--- config.mk ---
export PLATFORM = sky130hd
export DESIGN_NAME = im_program_loader
export DESIGN_NICKNAME = d
export VERILOG_FILES = /design/src/rtl/im_loader_pkg.sv /design/src/rtl/im_load_checksum.sv /design/src/rtl/im_program_loader.sv
export SDC_FILE = /design/constraint.sdc
export NUM_CORES = 1
export LEC_CHECK = 0
export BUFFER_PORTS_ARGS = -buffer_cell sky130_fd_sc_hd__clkbuf_2
export CORE_MARGIN = 10
export CORE_UTILIZATION = 45
export DETAILED_ROUTE_END_ITERATION = 10
export HOLD_SLACK_MARGIN = 0.05
export PLACE_DENSITY = 0.68
export REMOVE_ABC_BUFFERS = 1
export SLEW_MARGIN = 10
export SYNTH_ARGS = -nofsm -noshare
export SYNTH_HDL_FRONTEND = slang
export SYNTH_HIERARCHICAL = 1
export SYNTH_SLANG_ARGS = --single-unit
--- constraint.sdc ---
create_clock -name clock -period 5.6 [get_ports clock]
set_clock_uncertainty 0.05 [all_clocks]
set_input_delay 1.12 -clock clock [delete_from_list [all_inputs] [get_ports clock]]
set_output_delay 1.12 -clock clock [all_outputs]
set_load 0.01 [all_outputs]
--- src/rtl/im_loader_pkg.sv ---
// Shared definitions for the instruction-memory program loader.
// State encoding and default bus widths.
package im_loader_pkg;

  localparam int DEFAULT_DATA_WIDTH = 32;
  localparam int DEFAULT_ADDR_WIDTH = 11;

  typedef enum logic [2:0] {
    ST_IDLE,
    ST_CHECK,
    ST_REQ,
    ST_WAIT,
    ST_WRITE,
    ST_PUBLISH,
    ST_DONE
  } state_e;

endpackage

--- src/rtl/im_load_checksum.sv ---
// Running modulo-2**DATA_WIDTH sum of the words written during one load.
// Instantiated by im_program_loader only when LOADER_CHECKSUM_EN is defined.
module im_load_checksum #(
  parameter int DATA_WIDTH = 32
) (
  input  logic                  clock,
  input  logic                  reset,
  input  logic                  i_clear,
  input  logic                  i_enable,
  input  logic [DATA_WIDTH-1:0] i_data,
  output logic [DATA_WIDTH-1:0] o_sum
);

  logic [DATA_WIDTH-1:0] r_sum;

  always_ff @(posedge clock) begin
    if (reset || i_clear) begin
      r_sum <= '0;
    end else if (i_enable) begin
      r_sum <= r_sum + i_data;
    end
  end

  assign o_sum = r_sum;

endmodule

--- src/rtl/im_program_loader.sv ---
// Copies a program image from a word-addressed source into the IM write port, then publishes the IM offset.
// Optional feature macro: LOADER_CHECKSUM_EN adds a checksum output over the words written.
//
// state      | meaning
// -----------+---------------------------------------------------------
// ST_IDLE    | waiting for start; latches src/dst/count on start
// ST_CHECK   | zero-count shortcut or range check of dst_base + count
// ST_REQ     | one-cycle source read request for word i
// ST_WAIT    | holding until the source strobes valid; captures data
// ST_WRITE   | one-cycle IM write of the captured word; advances i
// ST_PUBLISH | drives IM_offset = dst_base with FLAG_IMoffset
// ST_DONE    | one-cycle done pulse
module im_program_loader
  import im_loader_pkg::*;
#(
  parameter int DATA_WIDTH = DEFAULT_DATA_WIDTH,
  parameter int ADDR_WIDTH = DEFAULT_ADDR_WIDTH
) (
  input  logic                  clock,
  input  logic                  reset,
  input  logic                  start,
  input  logic [DATA_WIDTH-1:0] src_base,
  input  logic [DATA_WIDTH-1:0] dst_base,
  input  logic [DATA_WIDTH-1:0] word_count,
  output logic                  src_rd_req,
  output logic [DATA_WIDTH-1:0] src_rd_addr,
  input  logic                  src_rd_valid,
  input  logic [DATA_WIDTH-1:0] src_rd_data,
  output logic                  write,
  output logic [DATA_WIDTH-1:0] write_addr,
  output logic [DATA_WIDTH-1:0] write_data,
  output logic [DATA_WIDTH-1:0] IM_offset,
  output logic                  FLAG_IMoffset,
  output logic                  busy,
  output logic                  done,
  output logic                  error
`ifdef LOADER_CHECKSUM_EN
  ,
  output logic [DATA_WIDTH-1:0] checksum
`endif
);

  localparam logic [ADDR_WIDTH:0]   IM_DEPTH   = {1'b1, {ADDR_WIDTH{1'b0}}};
  localparam logic [DATA_WIDTH-1:0] IM_DEPTH_W = {{(DATA_WIDTH-ADDR_WIDTH-1){1'b0}}, IM_DEPTH};

  state_e                r_state;
  state_e                w_next;
  logic [DATA_WIDTH-1:0] r_src;
  logic [DATA_WIDTH-1:0] r_dst;
  logic [DATA_WIDTH-1:0] r_cnt;
  logic [DATA_WIDTH-1:0] r_idx;
  logic [DATA_WIDTH-1:0] r_data;
  logic [DATA_WIDTH-1:0] r_offset;

  logic [ADDR_WIDTH:0]   w_end;
  logic                  w_range_ok;
  logic                  w_last;

  // Bounding dst and count first keeps the (ADDR_WIDTH+1)-bit end sum from overflowing.
  assign w_end      = r_dst[ADDR_WIDTH:0] + r_cnt[ADDR_WIDTH:0];
  assign w_range_ok = (r_dst < IM_DEPTH_W) && (r_cnt <= IM_DEPTH_W) && (w_end <= IM_DEPTH);
  assign w_last     = (r_idx == (r_cnt - DATA_WIDTH'(1)));

  always_ff @(posedge clock) begin
    if (reset) begin
      r_state  <= ST_IDLE;
      r_src    <= '0;
      r_dst    <= '0;
      r_cnt    <= '0;
      r_idx    <= '0;
      r_data   <= '0;
      r_offset <= '0;
    end else begin
      r_state <= w_next;
      case (r_state)
        ST_IDLE: begin
          if (start) begin
            r_src <= src_base;
            r_dst <= dst_base;
            r_cnt <= word_count;
            r_idx <= '0;
          end
        end
        ST_WAIT: begin
          if (src_rd_valid) begin
            r_data <= src_rd_data;
          end
        end
        ST_WRITE:   r_idx    <= r_idx + DATA_WIDTH'(1);
        ST_PUBLISH: r_offset <= r_dst;
        default: ;
      endcase
    end
  end

  always_comb begin
    w_next = r_state;
    case (r_state)
      ST_IDLE: begin
        if (start) w_next = ST_CHECK;
      end
      ST_CHECK: begin
        if (r_cnt == '0)      w_next = ST_DONE;
        else if (!w_range_ok) w_next = ST_IDLE;
        else                  w_next = ST_REQ;
      end
      ST_REQ:     w_next = ST_WAIT;
      ST_WAIT: begin
        if (src_rd_valid) w_next = ST_WRITE;
      end
      ST_WRITE:   w_next = w_last ? ST_PUBLISH : ST_REQ;
      ST_PUBLISH: w_next = ST_DONE;
      ST_DONE:    w_next = ST_IDLE;
      default:    w_next = ST_IDLE;
    endcase
  end

  assign src_rd_req    = (r_state == ST_REQ);
  assign src_rd_addr   = src_rd_req ? (r_src + r_idx) : '0;
  assign write         = (r_state == ST_WRITE);
  assign write_addr    = write ? (r_dst + r_idx) : '0;
  assign write_data    = write ? r_data : '0;
  assign FLAG_IMoffset = (r_state == ST_PUBLISH);
  // The new offset must already be visible in the strobe cycle, before r_offset updates.
  assign IM_offset     = FLAG_IMoffset ? r_dst : r_offset;
  assign busy          = (r_state != ST_IDLE);
  assign done          = (r_state == ST_DONE);
  assign error         = (r_state == ST_CHECK) && (r_cnt != '0) && !w_range_ok;

`ifdef LOADER_CHECKSUM_EN
  logic w_accept;

  assign w_accept = (r_state == ST_IDLE) && start;

  im_load_checksum #(
    .DATA_WIDTH (DATA_WIDTH)
  ) u_checksum (
    .clock    (clock),
    .reset    (reset),
    .i_clear  (w_accept),
    .i_enable (write),
    .i_data   (r_data),
    .o_sum    (checksum)
  );
`endif

endmodule

After elaboration in Yosys (flattened, before gate mapping)
Cells that the tools add are included.
W data, S select, Z words.
{ "totals": {"regBits": 195, "latch_bits": 0, "mem_bits_rw": 0, "romBits": 0, "input_bits": 132, "output_inout_bits": 134, "elab_cells": 50, "mem_count": 0} }
{ "op_classes": {"n_addsub": 5, "mul": 0, "div_mod_pow": 0, "magnitude_cmp": 3, "n_eq_ne": 9, "n_shift": 0, "muxes": 12, "bitwise": 0, "reduce_logical": 14} }
{ "op_table": {"columns": ["operator", "count"], "rows": [
  ["$mux W32", 5],
  ["$add A32 B32 Y32", 2],
  ["$pmux W32 S2", 1],
  ["$add A32 B1 Y32 const B", 1],
  ["$eq A32 B32 Y1", 1],
  ["$le A32 B12 Y1 const B", 1],
  ["$logic_not A32 Y1", 1],
  ["$lt A32 B12 Y1 const B", 1],
  ["$reduce_bool A32 Y1", 1],
  ["$sub A32 B1 Y32 const B", 1],
  ["$pmux W3 S6", 1],
  ["$add A12 B12 Y12", 1],
  ["$le A12 B12 Y1 const B", 1],
  ["$mux W3", 4],
  ["$eq A3 B3 Y1 const B", 3],
  ["$reduce_and A2 Y1", 4],
  ["$eq A3 B2 Y1 const B", 2],
  ["$logic_and A1 B1 Y1", 4],
  ["$ne A2 B2 Y1 const B", 2],
  ["$eq A3 B1 Y1 const B", 1],
  ["$logic_not A3 Y1", 1],
  ["$reduce_bool A3 Y1", 1],
  ["$mux W2", 1],
  ["$reduce_bool A2 Y1", 1],
  ["$logic_not A1 Y1", 1]
]} }

Depth between registers and ports, before layout
Gate-level depths: netlist of the first run.
{ "depth": {"depth_word": 6, "mapped_depth": 10, "ltp_nobuf": 10} }

Least setup slack after synthesis of the first run
Ideal clock, no wire load.
{ "synth_timing": {"path_type": "register to output", "startpoint": "register r_idx[0]", "endpoint": "output port src_rd_addr[16]", "t_arrival_ns": 2.971, "required_time_ns": 4.430, "slack_ns": 1.459, "stages_incl_launch_ff": 11, "n_path_buf": 0, "cell_sequence": "dfxtp_1 > ha_1 > fa_1 > a211oi_1 > o21ai_1 > a2111oi_1 > nor2_1 > a21o_1 > a21o_1 > and3_1 > or3_1"} }
{ "synth_between": {"elab_chain_len": 2} }
{ "synth_lines": {"columns": ["element", "line_no", "source"], "rows": [
  ["start, declared", "im_program_loader.sv:51", "logic [DATA_WIDTH-1:0] r_idx;"],
  ["start signal, assigned", "im_program_loader.sv:89", "ST_WRITE: r_idx <= r_idx + DATA_WIDTH'(1);"],
  ["$add A32 B32 Y32", "im_program_loader.sv:119", "assign src_rd_addr = src_rd_req ? (r_src + r_idx) : '0;"],
  ["$mux W32", "im_program_loader.sv:119", null],
  ["end, declared", "im_program_loader.sv:26", "output logic [DATA_WIDTH-1:0] src_rd_addr,"]
]} }
No other way between the ends.

Worst setup path after layout of the first run
Same ends and word-level chain as after synthesis.

==> results of run 1 <==
-- per-stage QoR --
stage | instance area [um2] | hold WS, ns | utilization [%] | setup slack, ns | std cells
2_1_floorplan | 12300 | 0.376 | - | 1.46 | 1598
3_3_place_gp | 14200 | 0.387 | 51.2 | 0.884 | 2251
3_5_place_dp | 14200 | 0.392 | 51.2 | 0.888 | 2251
4_1_cts | 14800 | 0.402 | 53.3 | 0.350 | 2283
5_1_grt | 14800 | 0.423 | 53.3 | 0.243 | 2283
6_report | 14800 | 0.402 | 53.3 | 0.363 | 2283
-- routing by layer --
metal  vias to the layer above  wire [um]  share of wire, %
met2                       385      17400                44
met4                         0       1100               2.8
li1                       6345          -                 -
met3                        59       3320               8.4
met1                      5858      17700                45
met5                         -          0                 0
-- logic make-up (layout without fill, tap and decap cells) --
kind of cell             after synthesis  after routing  synth area share, %
XOR/XNOR                              90             90                 6.22
buffers and inverters                110            330                 3.33
AO/OA/AOI/OAI                        413            413                 20.0
adder cells (fa/ha/maj)               78             78                 7.88
AND/OR/NAND/NOR                      770            770                 29.2
flip-flops                           195            195                 30.8
multiplexers                          29             29                 2.54
-- worst reg2reg max path: cells and delay by family, from the launching register on --
kind | cells | cell delay (ns)
AND/OR/NAND/NOR | 7 | 2.26
buffers and inverters | 1 | 0.37
multiplexers | 1 | 0.34
flip-flops | 1 | 0.51
-- state kept, by name (all words and copies together) (netlist names) --
signal,flops
r_state,3
r_idx,32
r_src,32
r_data,32
r_offset,32
r_dst,32
r_cnt,32
-- synthesized netlist by cell type, drive strengths merged, types with 25 or more instances --
cell type    n
xnor2       47
nand3       51
clkbuf      82
mux2        25
nor2b       40
nor2       107
and2        45
a21oi      203
o21ai       44
ha          75
dfxtp      195
xor2        43
nor3        36
nand2      359
a21o        33
-- how the worst min path moves through the flow --
stage / slack [ns] / depth (start not counted) / startpoint / end
2_1_floorplan: 0.38 / 2 / r_data[0] / r_data[0]
3_3_place_gp: 0.39 / 2 / r_data[20] / r_data[20]
3_5_place_dp: 0.39 / 2 / r_data[22] / r_data[22]
4_1_cts: 0.40 / 2 / r_data[22] / r_data[22]
5_1_grt: 0.42 / 2 / r_data[10] / r_data[10]
6_report: 0.40 / 2 / r_data[10] / r_data[10]
-- cell type report --
cell class / instances / area share, %
sequential: 195 / 26.4
tap: 378 / 3.19
clock buffer: 18 / 2.90
clock inverter: 14 / 0.972
inverter: 23 / 0.583
timing repair buffer: 275 / 9.51
multi-input combinational: 1380 / 56.5
-- placed cells by master (no fill, tap or decap), types with 7 or more instances in the layout --
cell type,n
nor3b_1,9
nand2_1,358
mux2_2,23
a311oi_1,7
nor2_1,106
xnor2_1,47
a21oi_1,203
clkbuf_16,17
o21ai_0,42
buf_4,10
xor2_1,43
clkbuf_2,264
a211oi_1,17
a31oi_1,14
or2_2,9
o21a_1,22
dfxtp_1,195
ha_1,75
and2_1,43
nand4_1,13
nand3_1,51
nor2b_1,40
nor3_1,35
and3_1,16
nor4_1,13
a21o_1,33
o211ai_1,12
inv_1,22
nand2b_1,11
or3_1,19
-- power breakdown --
| group | total, mW | switching, mW | internal [mW] |
|---|---|---|---|
| sequential | 1.48 | 0.0566 | 1.43 |
| clock | 1.22 | 0.624 | 0.596 |
| combinational | 0.435 | 0.257 | 0.178 |
==> results.cfg, run 1 <==
[setup_path]
path_depth = 11
crit_chain = ha_1 -> fa_1 -> a211oi_1 -> o21ai_1 -> a2111oi_1 -> nor2_1 -> a21o_1 -> a21o_1 -> and3_1 -> or3_1 -> clkbuf_2
crit_path_end = src_rd_addr[16]
cp_common_cell = a21o_1
cpMaxStageDelayCell = a2111oi_1
setup.worst_path.end_class = output port
arrival_ns = 4.07
rr_endpoint = r_idx[29]
path_class = reg2out
worstPathRequired_ns = 4.43
crit_path_start = r_idx[0]
crit_buf_inv = 1
crit_family = compound AO/OA/AOI/OAI gates
reg2reg_from = r_state[2]
slowest_delay_ns = 0.82
critPathLaunchType = register
crit_fanout = 8
rrSetupSlack_ns = 2.02
reg2reg_depth = 9

[synthesis]
yosysTopAreaCellShare_pct = 30.8
netlist.top_cell.by_area = dfxtp_1
ys_seq_area_share_pct = 30.8
synth.distinct_cells = 83
async_flop_share_pct = 0
synth_flop_cell = dfxtp_1
synth_area_leaders = dfxtp_1 31%, nand2_1 11%, a21oi_1 8.0%
post_synth.cell_area_avg_um2 = 7.52
synth_seq_cells = 195
synth.cell_area_mm2 = 0.0127
synth_edf_count = 0
yosysWarnings = 6
syn_inst = 1685

[timing]
fmax_mhz = 191
maxSlewHeadroom_pct = 24.1
rsz0062_at_grt = no
final-setup-viol-count = 0
worstMarginPinSlew_ns = 1.14
hold_viol = 0
slew_viol_final = 0
min_period_ns = 5.24
fin_setup_tns_ns = 0
min_period_over_period_pct = 93.5

[finish]
fill_cells = 2781
area_growth_pct = 16.8
multi_input_area_mm2 = 0.00836
antennaDiodeCount = 0
drive_gt1_share_pct = 19.0
seqCellArea_mm2 = 0.00390
nets = 2102

[route]
drt_iter0_markers = 737
dr.pass1.iters = 4
num_vias = 12600
wl_per_cell_um = 17.3
post-route-drc-count = 0
ant_nets = 0
vias_per_cell = 5.54
wirelength_um = 39500

[cts]
cts-hold-fix-buffers = 0
cts_sinks = 195
cts.clk_slew.worst_paths_ns = 0.08
cts_setup_buffers = 0
cts_resized = 0
clockBufferDepth = 2
cts_buffers = 17
h-tree-depth = 4
worstSkewPairLatency_ns = 0.45
cts_tree = done
cts_root_buffer = clkbuf_16

[floorplan]
die_y_um = 188
start_util_pct = 45.6
num_rows = 61
core_mm2 = 0.0278
fp.dieW_um = 188
dieArea_mm2 = 0.0353
ios = 266

[grt]
use_met3_pct = 7.25
antenna_found_initial = 0
use_met1_pct = 26.9
grt_pass1_vias = 12100
track_usage_pct = 21.6
grt_first_pass_wirelength_um = 62700
gr-total-overflow = 0
grt_max_degree = 88
grt_use_met2_pct = 33.7
grt.busiest_layer = met2

[run]
maxCapViolations = 0

[placed_design]
post-dp-hpwl_um = 30200
routabilityCongestion = 0.935
io_buffers = 265

[power]
vdd.ir_drop.worst_mv = 0.184
power_density_mw_per_mm2 = 212
p_leak_nw = 6.56
fin_total_pwr_mw = 3.14

[worst_hold_path]
hold_class = reg2reg

[run_status]
outcome = finished clean
Note: power is estimated with default switching activity, not from simulation.
==> run 2: changes to the inputs <==
--- a/config.mk
+++ b/config.mk
@@ -5,12 +5,13 @@
 export SDC_FILE = /design/constraint.sdc
 export NUM_CORES = 1
 export LEC_CHECK = 0
+export ABC_AREA = 1
 export BUFFER_PORTS_ARGS = -buffer_cell sky130_fd_sc_hd__clkbuf_2
 export CORE_MARGIN = 10
 export CORE_UTILIZATION = 45
 export DETAILED_ROUTE_END_ITERATION = 10
 export HOLD_SLACK_MARGIN = 0.05
-export PLACE_DENSITY = 0.68
+export PLACE_DENSITY = 0.67
 export REMOVE_ABC_BUFFERS = 1
 export SLEW_MARGIN = 10
 export SYNTH_ARGS = -nofsm -noshare
==> constraint.sdc (replaced) <==
create_clock -name clock -period 5.6 [get_ports clock]
set_clock_uncertainty 0.05 [all_clocks]
set_input_delay 0.56 -clock clock [delete_from_list [all_inputs] [get_ports clock]]
set_output_delay 0.56 -clock clock [all_outputs]
set_load 0.01 [all_outputs]
==> run 2 against run 1 <==
Net effect:
- design area grew 7.6%
- global-route usage is 3.0 points higher
- cell count is 21% higher
- maximum frequency grew 29%
- die area increased by 7.4%
- synthesized area grew 8.4%
- total power is 15% higher
- register-to-register slack improved by 0.93 ns
- clock power up 6%
- critical path depth unchanged
==> results.cfg, run 2 <==
[placed_design]
dpl_cell_area_mm2 = 0.0153
routabilityCongestion = 0.956
post-dp-hpwl_um = 37900
io_buffers = 265

[cts]
clockBufferDepth = 2
cts_buffers = 17
cts.clk_slew.worst_paths_ns = 0.07
cts_tree = done
h-tree-depth = 4
cts_setup_buffers = 0
cts_sinks = 195
cts-hold-fix-buffers = 0
cts_resized = 0
worstSkewPairLatency_ns = 0.46
cts_root_buffer = clkbuf_16

[setup_path]
critPathLaunchType = register
arrival_ns = 3.44
rrSetupSlack_ns = 2.95
path_class = reg2out
setup.worst_path.end_class = output port
crit_path_start = r_idx[19]
worstPathRequired_ns = 4.99
crit_fanout = 8
rr_endpoint = r_idx[19]
reg2reg_depth = 8
crit_path_end = src_rd_addr[27]
reg2reg_from = r_state[1]

[synthesis]
synth.distinct_cells = 50
synth.cell_area_mm2 = 0.0137
syn_inst = 2143
yosysWarnings = 6
synth_flop_cell = dfxtp_1
synth_edf_count = 0
yosysMostFrequentCell = nand2_1
netlist.top_cell.by_area = dfxtp_1
yosysTopAreaCellShare_pct = 28.4
ys_seq_area_share_pct = 28.4
post_synth.cell_area_avg_um2 = 6.41
synth_area_leaders = dfxtp_1 28%, nand2_1 12%, a21oi_1 11%
async_flop_share_pct = 0
netlist_top_cells_count = 457 x nand2_1, 290 x a21oi_1, 261 x inv_1
synth_seq_cells = 195

[grt]
grt_first_pass_wirelength_um = 76100
gr-total-overflow = 0
grt_max_degree = 104
antenna_found_initial = 0
grt_pass1_vias = 14000
track_usage_pct = 24.6

[timing]
final-setup-viol-count = 0
fmax_mhz = 247
maxSlewHeadroom_pct = 25.3
rsz0062_at_grt = no
min_period_ns = 4.05
hold_viol = 0
min_period_over_period_pct = 72.4
worstMarginPinSlew_ns = 1.12
slew_viol_final = 0

[finish]
fin_area_mm2 = 0.0159
drive_gt1_share_pct = 16.0
final_cell_mix = 456 x nand2_1, 290 x a21oi_1, 264 x clkbuf_2
layout_commonest_cell = nand2_1
area_growth_pct = 15.9
fill_cells = 3081
antennaDiodeCount = 0
nets = 2568

[power]
swShare_pct = 32.8
internal_power_mw = 2.43
power_frac_clock_pct = 35.5
seq_power_share_pct = 42.1
switching_power_mw = 1.19
p_leak_nw = 7.15
power_density_mw_per_mm2 = 228
combPwrFrac_pct = 22.4
fin_total_pwr_mw = 3.63
vdd.ir_drop.worst_mv = 0.249

[route]
post-route-drc-count = 0
vias_per_cell = 5.35
wl_per_cell_um = 17.5
dr.pass1.iters = 7
drt_iter0_markers = 1158
wirelength_um = 48300
ant_nets = 0
num_vias = 14800

[floorplan]
start_util_pct = 46.0
num_rows = 63
core_mm2 = 0.0299
ios = 266
fp.dieW_um = 195
dieArea_mm2 = 0.0379
die_y_um = 195

[run]
maxCapViolations = 0

[run_status]
outcome = finished clean

[worst_hold_path]
hold_class = in2reg
run 2: cell types whose count changed after synthesis, moves of 24 or more:
| cell | change |
|---|---|
| inv_1 | +239 |
| nor2_1 | +130 |
| o21ai_0 | +112 |
| nand2_1 | +98 |
| a21oi_1 | +87 |
| and2_1 | -44 |
| nor2b_1 | -40 |
| nand3_1 | +33 |
| a21o_1 | -28 |
| xnor2_1 | -26 |
| or2_2 | +25 |
| a211oi_1 | +24 |
run 2: power by group through the flow:
stage / clock (mW) / combinational, mW / sequential (mW)
2_1_floorplan: 0 / 0.557 / 1.53
3_3_place_gp: 0 / 0.793 / 1.56
3_5_place_dp: 0 / 0.798 / 1.56
4_1_cts: 1.31 / 0.804 / 1.53
5_1_grt: 1.37 / 0.913 / 1.54
6_report: 1.29 / 0.811 / 1.53
run 2: cell families after synthesis:
| group | count (synthesis) | synth area share [%] |
|---|---|---|
| fa+ha+maj | 78 | 7.27 |
| flops | 195 | 28.4 |
| xor+xnor | 62 | 4.11 |
| simple gates | 914 | 28.9 |
| compound gates | 552 | 21.8 |
| buf+inv | 342 | 9.48 |
run 2: how the worst min path moves through the flow:
stage / cells after the start / startpoint / slack [ns] / endpoint
after floorplan: 2 / r_data[0] / 0.38 / r_data[0]
after global placement: 2 / r_data[6] / 0.39 / r_data[6]
after detailed placement: 2 / r_data[2] / 0.40 / r_data[2]
after CTS: 3 / word_count[27] / 0.26 / r_cnt[27]
after global routing: 3 / word_count[10] / 0.27 / r_cnt[10]
final: 3 / src_base[14] / 0.27 / r_src[14]
run 2: per-layer routing:
metal	up-vias	GRT usage, %	share of wire (%)
li1	7554	-	-
met1	6704	32.6	46
met3	53	5.33	6.5
met5	-	0	0
met4	0	7.67	2.0
met2	456	38.9	45
run 2: per-stage QoR:
stage               utilization, %  cells  TNS, ns  worst slack, ns  hold slack (ns)
floorplan                        -   2066    -2.54           -0.298            0.382
global placement              51.3   2729        0             2.11            0.389
detailed placement            51.3   2729        0             2.18            0.396
CTS                           53.3   2759        0             1.65            0.258
global route                  53.3   2759        0             1.31            0.265
finish                        53.3   2759        0             1.55            0.275
run 2: area by class of cell:
| cell class | count | area [um2] | share of cell area, % |
|---|---|---|---|
| Multi-Input combinational cell | 1606 | 8560 | 53.7 |
| Sequential cell | 195 | 3900 | 24.5 |
| Timing Repair Buffer | 273 | 1390 | 8.72 |
| Inverter | 265 | 995 | 6.25 |
| Tap cell | 390 | 488 | 3.06 |
| Clock buffer | 18 | 439 | 2.76 |
| Clock inverter | 12 | 154 | 0.966 |
run 2: critical path: stages (launching register included):
cell and delay, ns:
dfxtp_1 0.46, ha_1 0.43, nand2_1 0.13, nor4_1 0.75, nand3_1 0.22, nand2_1 0.22, a21oi_1 0.12, or2_2 0.30
nand3_1 0.07, nand2_1 0.05, nor2_1 0.08, clkbuf_2 0.13
==> run 3: changes to the inputs <==
--- a/config.mk
+++ b/config.mk
@@ -11,7 +11,7 @@
 export CORE_UTILIZATION = 45
 export DETAILED_ROUTE_END_ITERATION = 10
 export HOLD_SLACK_MARGIN = 0.05
-export PLACE_DENSITY = 0.67
+export PLACE_DENSITY = 0.7
 export REMOVE_ABC_BUFFERS = 1
 export SLEW_MARGIN = 10
 export SYNTH_ARGS = -nofsm -noshare
==> constraint.sdc (replaced) <==
create_clock -name clock -period 3.6 [get_ports clock]
set_clock_uncertainty 0.05 [all_clocks]
set_input_delay 0.36 -clock clock [delete_from_list [all_inputs] [get_ports clock]]
set_output_delay 0.36 -clock clock [all_outputs]
set_load 0.01 [all_outputs]
==> run 3 against run 2 <==
Net effect:
- combinational power grew 55%
- design area grew 1.7%
- worst setup slack worse by 1.4 ns
- global-route usage barely moved
- utilization is 0.90 points higher
- via count rose by 0.87%
- flip-flop and latch count unchanged
- worst hold slack worse by 0.20 ns
- sequential power grew 56%
- register-to-register slack worse by 2.1 ns
- first-iteration DRC count is 5.0% lower
- largest cell class unchanged
- largest power group unchanged
- highest routed layer unchanged
==> results.cfg, run 3 (same netlist as run 2, synthesis figures left out) <==
[run_status]
outcome = finished clean

[finish]
area_growth_pct = 17.9
nets = 2592
antennaDiodeCount = 0
final_cell_mix = 454 x nand2_1, 285 x a21oi_1, 264 x clkbuf_2
layout_commonest_cell = nand2_1
utilization_pct = 54.2
drive_gt1_share_pct = 17.7
fill_cells = 3152
finalNonFillerCells = 2785

[setup_path]
rrSetupSlack_ns = 0.85
slowest_delay_ns = 0.40
critPathLaunchType = register
rr_endpoint = r_state[0]
arrival_ns = 3.05
reg2reg_from = r_cnt[0]
path_class = reg2out
crit_fanout = 6
cpMaxStageDelayCell = fa_1
crit_chain = ha_1 -> fa_1 -> nand2_1 -> nand3_1 -> o21ai_2 -> o21ai_2 -> buf_4 -> a21o_1 -> nand2_1 -> nand2_1 -> a21oi_2 -> o21ai_1 -> o21ai_1 -> a21oi_1 -> clkbuf_2
worstPathRequired_ns = 3.19
reg2reg_depth = 17
setup.worst_path.end_class = output port
cp_common_cell = nand2_1

[cts]
cts_sinks = 195
cts.clk_slew.worst_paths_ns = 0.08
clockBufferDepth = 2
h-tree-depth = 4
cts_tree = done
worstSkewPairLatency_ns = 0.46
cts_root_buffer = clkbuf_16
cts_buffers = 17
cts-hold-fix-buffers = 0

[floorplan]
ios = 266
start_util_pct = 46.0
fp.dieW_um = 195
dieArea_mm2 = 0.0379
core_mm2 = 0.0299
die_y_um = 195
num_rows = 63

[timing]
maxSlewHeadroom_pct = 33.1
setup_ws_ns = 0.142
worstMarginPinSlew_ns = 1.00
fmax_mhz = 289
rsz0062_at_grt = no
fin_setup_tns_ns = 0
min_period_ns = 3.46
hold_viol = 0
slew_viol_final = 0
final-setup-viol-count = 0
min_period_over_period_pct = 96.1

[route]
wl_per_cell_um = 17.4
num_vias = 14900
post-route-drc-count = 0
ant_nets = 0
dr.pass1.iters = 5
wirelength_um = 48400
drt_iter0_markers = 1100
vias_per_cell = 5.35

[placed_design]
placed_cells = 2750
post-dp-hpwl_um = 38500
routabilityCongestion = 1.03
dp_slack_ns = 0.386
io_buffers = 265

[worst_hold_path]
hp-start = word_count[10]
hold_path_end = r_cnt[10]
hold_class = in2reg
min_path_cells = 3

[grt]
gr-total-overflow = 0
antenna_found_initial = 0
grt_first_pass_wirelength_um = 76600
grt_pass1_vias = 14300
grt_max_degree = 82
track_usage_pct = 24.6

[power]
internal_power_mw = 3.60
fin_total_pwr_mw = 5.54
p_leak_nw = 7.29
switching_power_mw = 1.94
swShare_pct = 35.0
power_density_mw_per_mm2 = 342
vdd.ir_drop.worst_mv = 0.340
power_frac_clock_pct = 34.3
combPwrFrac_pct = 22.8
seq_power_share_pct = 42.9

[run]
maxCapViolations = 0
## run 3: cell types whose count changed in the layout (fill, tap and decap cells not counted), moves of 3 or more
cell       before  now
a21oi_1       290  285
a21oi_2         0    4
buf_4           9   31
bufinv_16       3    0
dfxtp_1       195  190
dfxtp_2         0    5
inv_6           3    6
inv_8           0    3
o21ai_0       154  148
o21ai_1        20   23
o21ai_2         0    3
## run 3: layer usage
| layer | up-vias | part of all wire, % | track usage, % |
|---|---|---|---|
| li1 | 7579 | - | - |
| met1 | 6754 | 45 | 32.0 |
| met5 | - | 0 | 0 |
| met4 | 0 | 2.0 | 6.98 |
| met2 | 507 | 47 | 40.4 |
| met3 | 56 | 6.9 | 4.53 |
## run 3: layout make-up
cell class	count	area, um2	share of cell area (%)
well taps	390	488	3.01
clock inverters	15	136	0.842
multi-input cells	1606	8640	53.4
flip-flops and latches	195	3910	24.1
clock buffers	17	425	2.63
repair buffers	297	1590	9.84
inverters	265	995	6.14
## run 3: worst max path at each step
stage / cells after the start / startpoint / slack (ns) / endpoint
floorplan: 6 / r_state[1] / -2.30 / r_idx[7]
global placement: 11 / r_idx[19] / 0.42 / src_rd_addr[27]
detailed placement: 11 / r_idx[19] / 0.39 / src_rd_addr[27]
CTS: 14 / r_idx[1] / 0.002 / write_addr[21]
global route: 15 / r_idx[0] / 0.001 / write_addr[22]
finish: 15 / r_idx[0] / 0.14 / write_addr[22]
## run 3: critical path: cells and delay by family, from the launching register on
kind | cells | cell delay, ns
AOI/OAI and AO/OA | 7 | 0.96
adders and majority gates | 2 | 0.62
DFF | 1 | 0.36
and+or+nand+nor | 4 | 0.36
buffers and inverters | 2 | 0.29
## run 3: power groups by stage
stage / clock network, mW / logic, mW / registers [mW]
2_1_floorplan: 0 / 0.866 / 2.38
3_3_place_gp: 0 / 1.23 / 2.42
3_5_place_dp: 0 / 1.24 / 2.43
4_1_cts: 1.93 / 1.25 / 2.38
5_1_grt: 2.02 / 1.42 / 2.39
6_report: 1.90 / 1.26 / 2.38
## run 3: what timing repair did
item | in CTS | in global routing
hold endpoints to repair | 0 | 0
resized for setup | 2 | 25
setup buffers | 0 | 3
setup endpoints to repair | 3 | 21
pin swaps | 0 | 3
## run 3: metrics by stage
stage | area [um2] | hold WS (ns)
after CTS | 16100 | 0.0585
after global routing | 16200 | 0.0748
after global placement | 15500 | 0.389
after detailed placement | 15500 | 0.395
after floorplan | 13400 | 0.379
final | 16200 | 0.0728
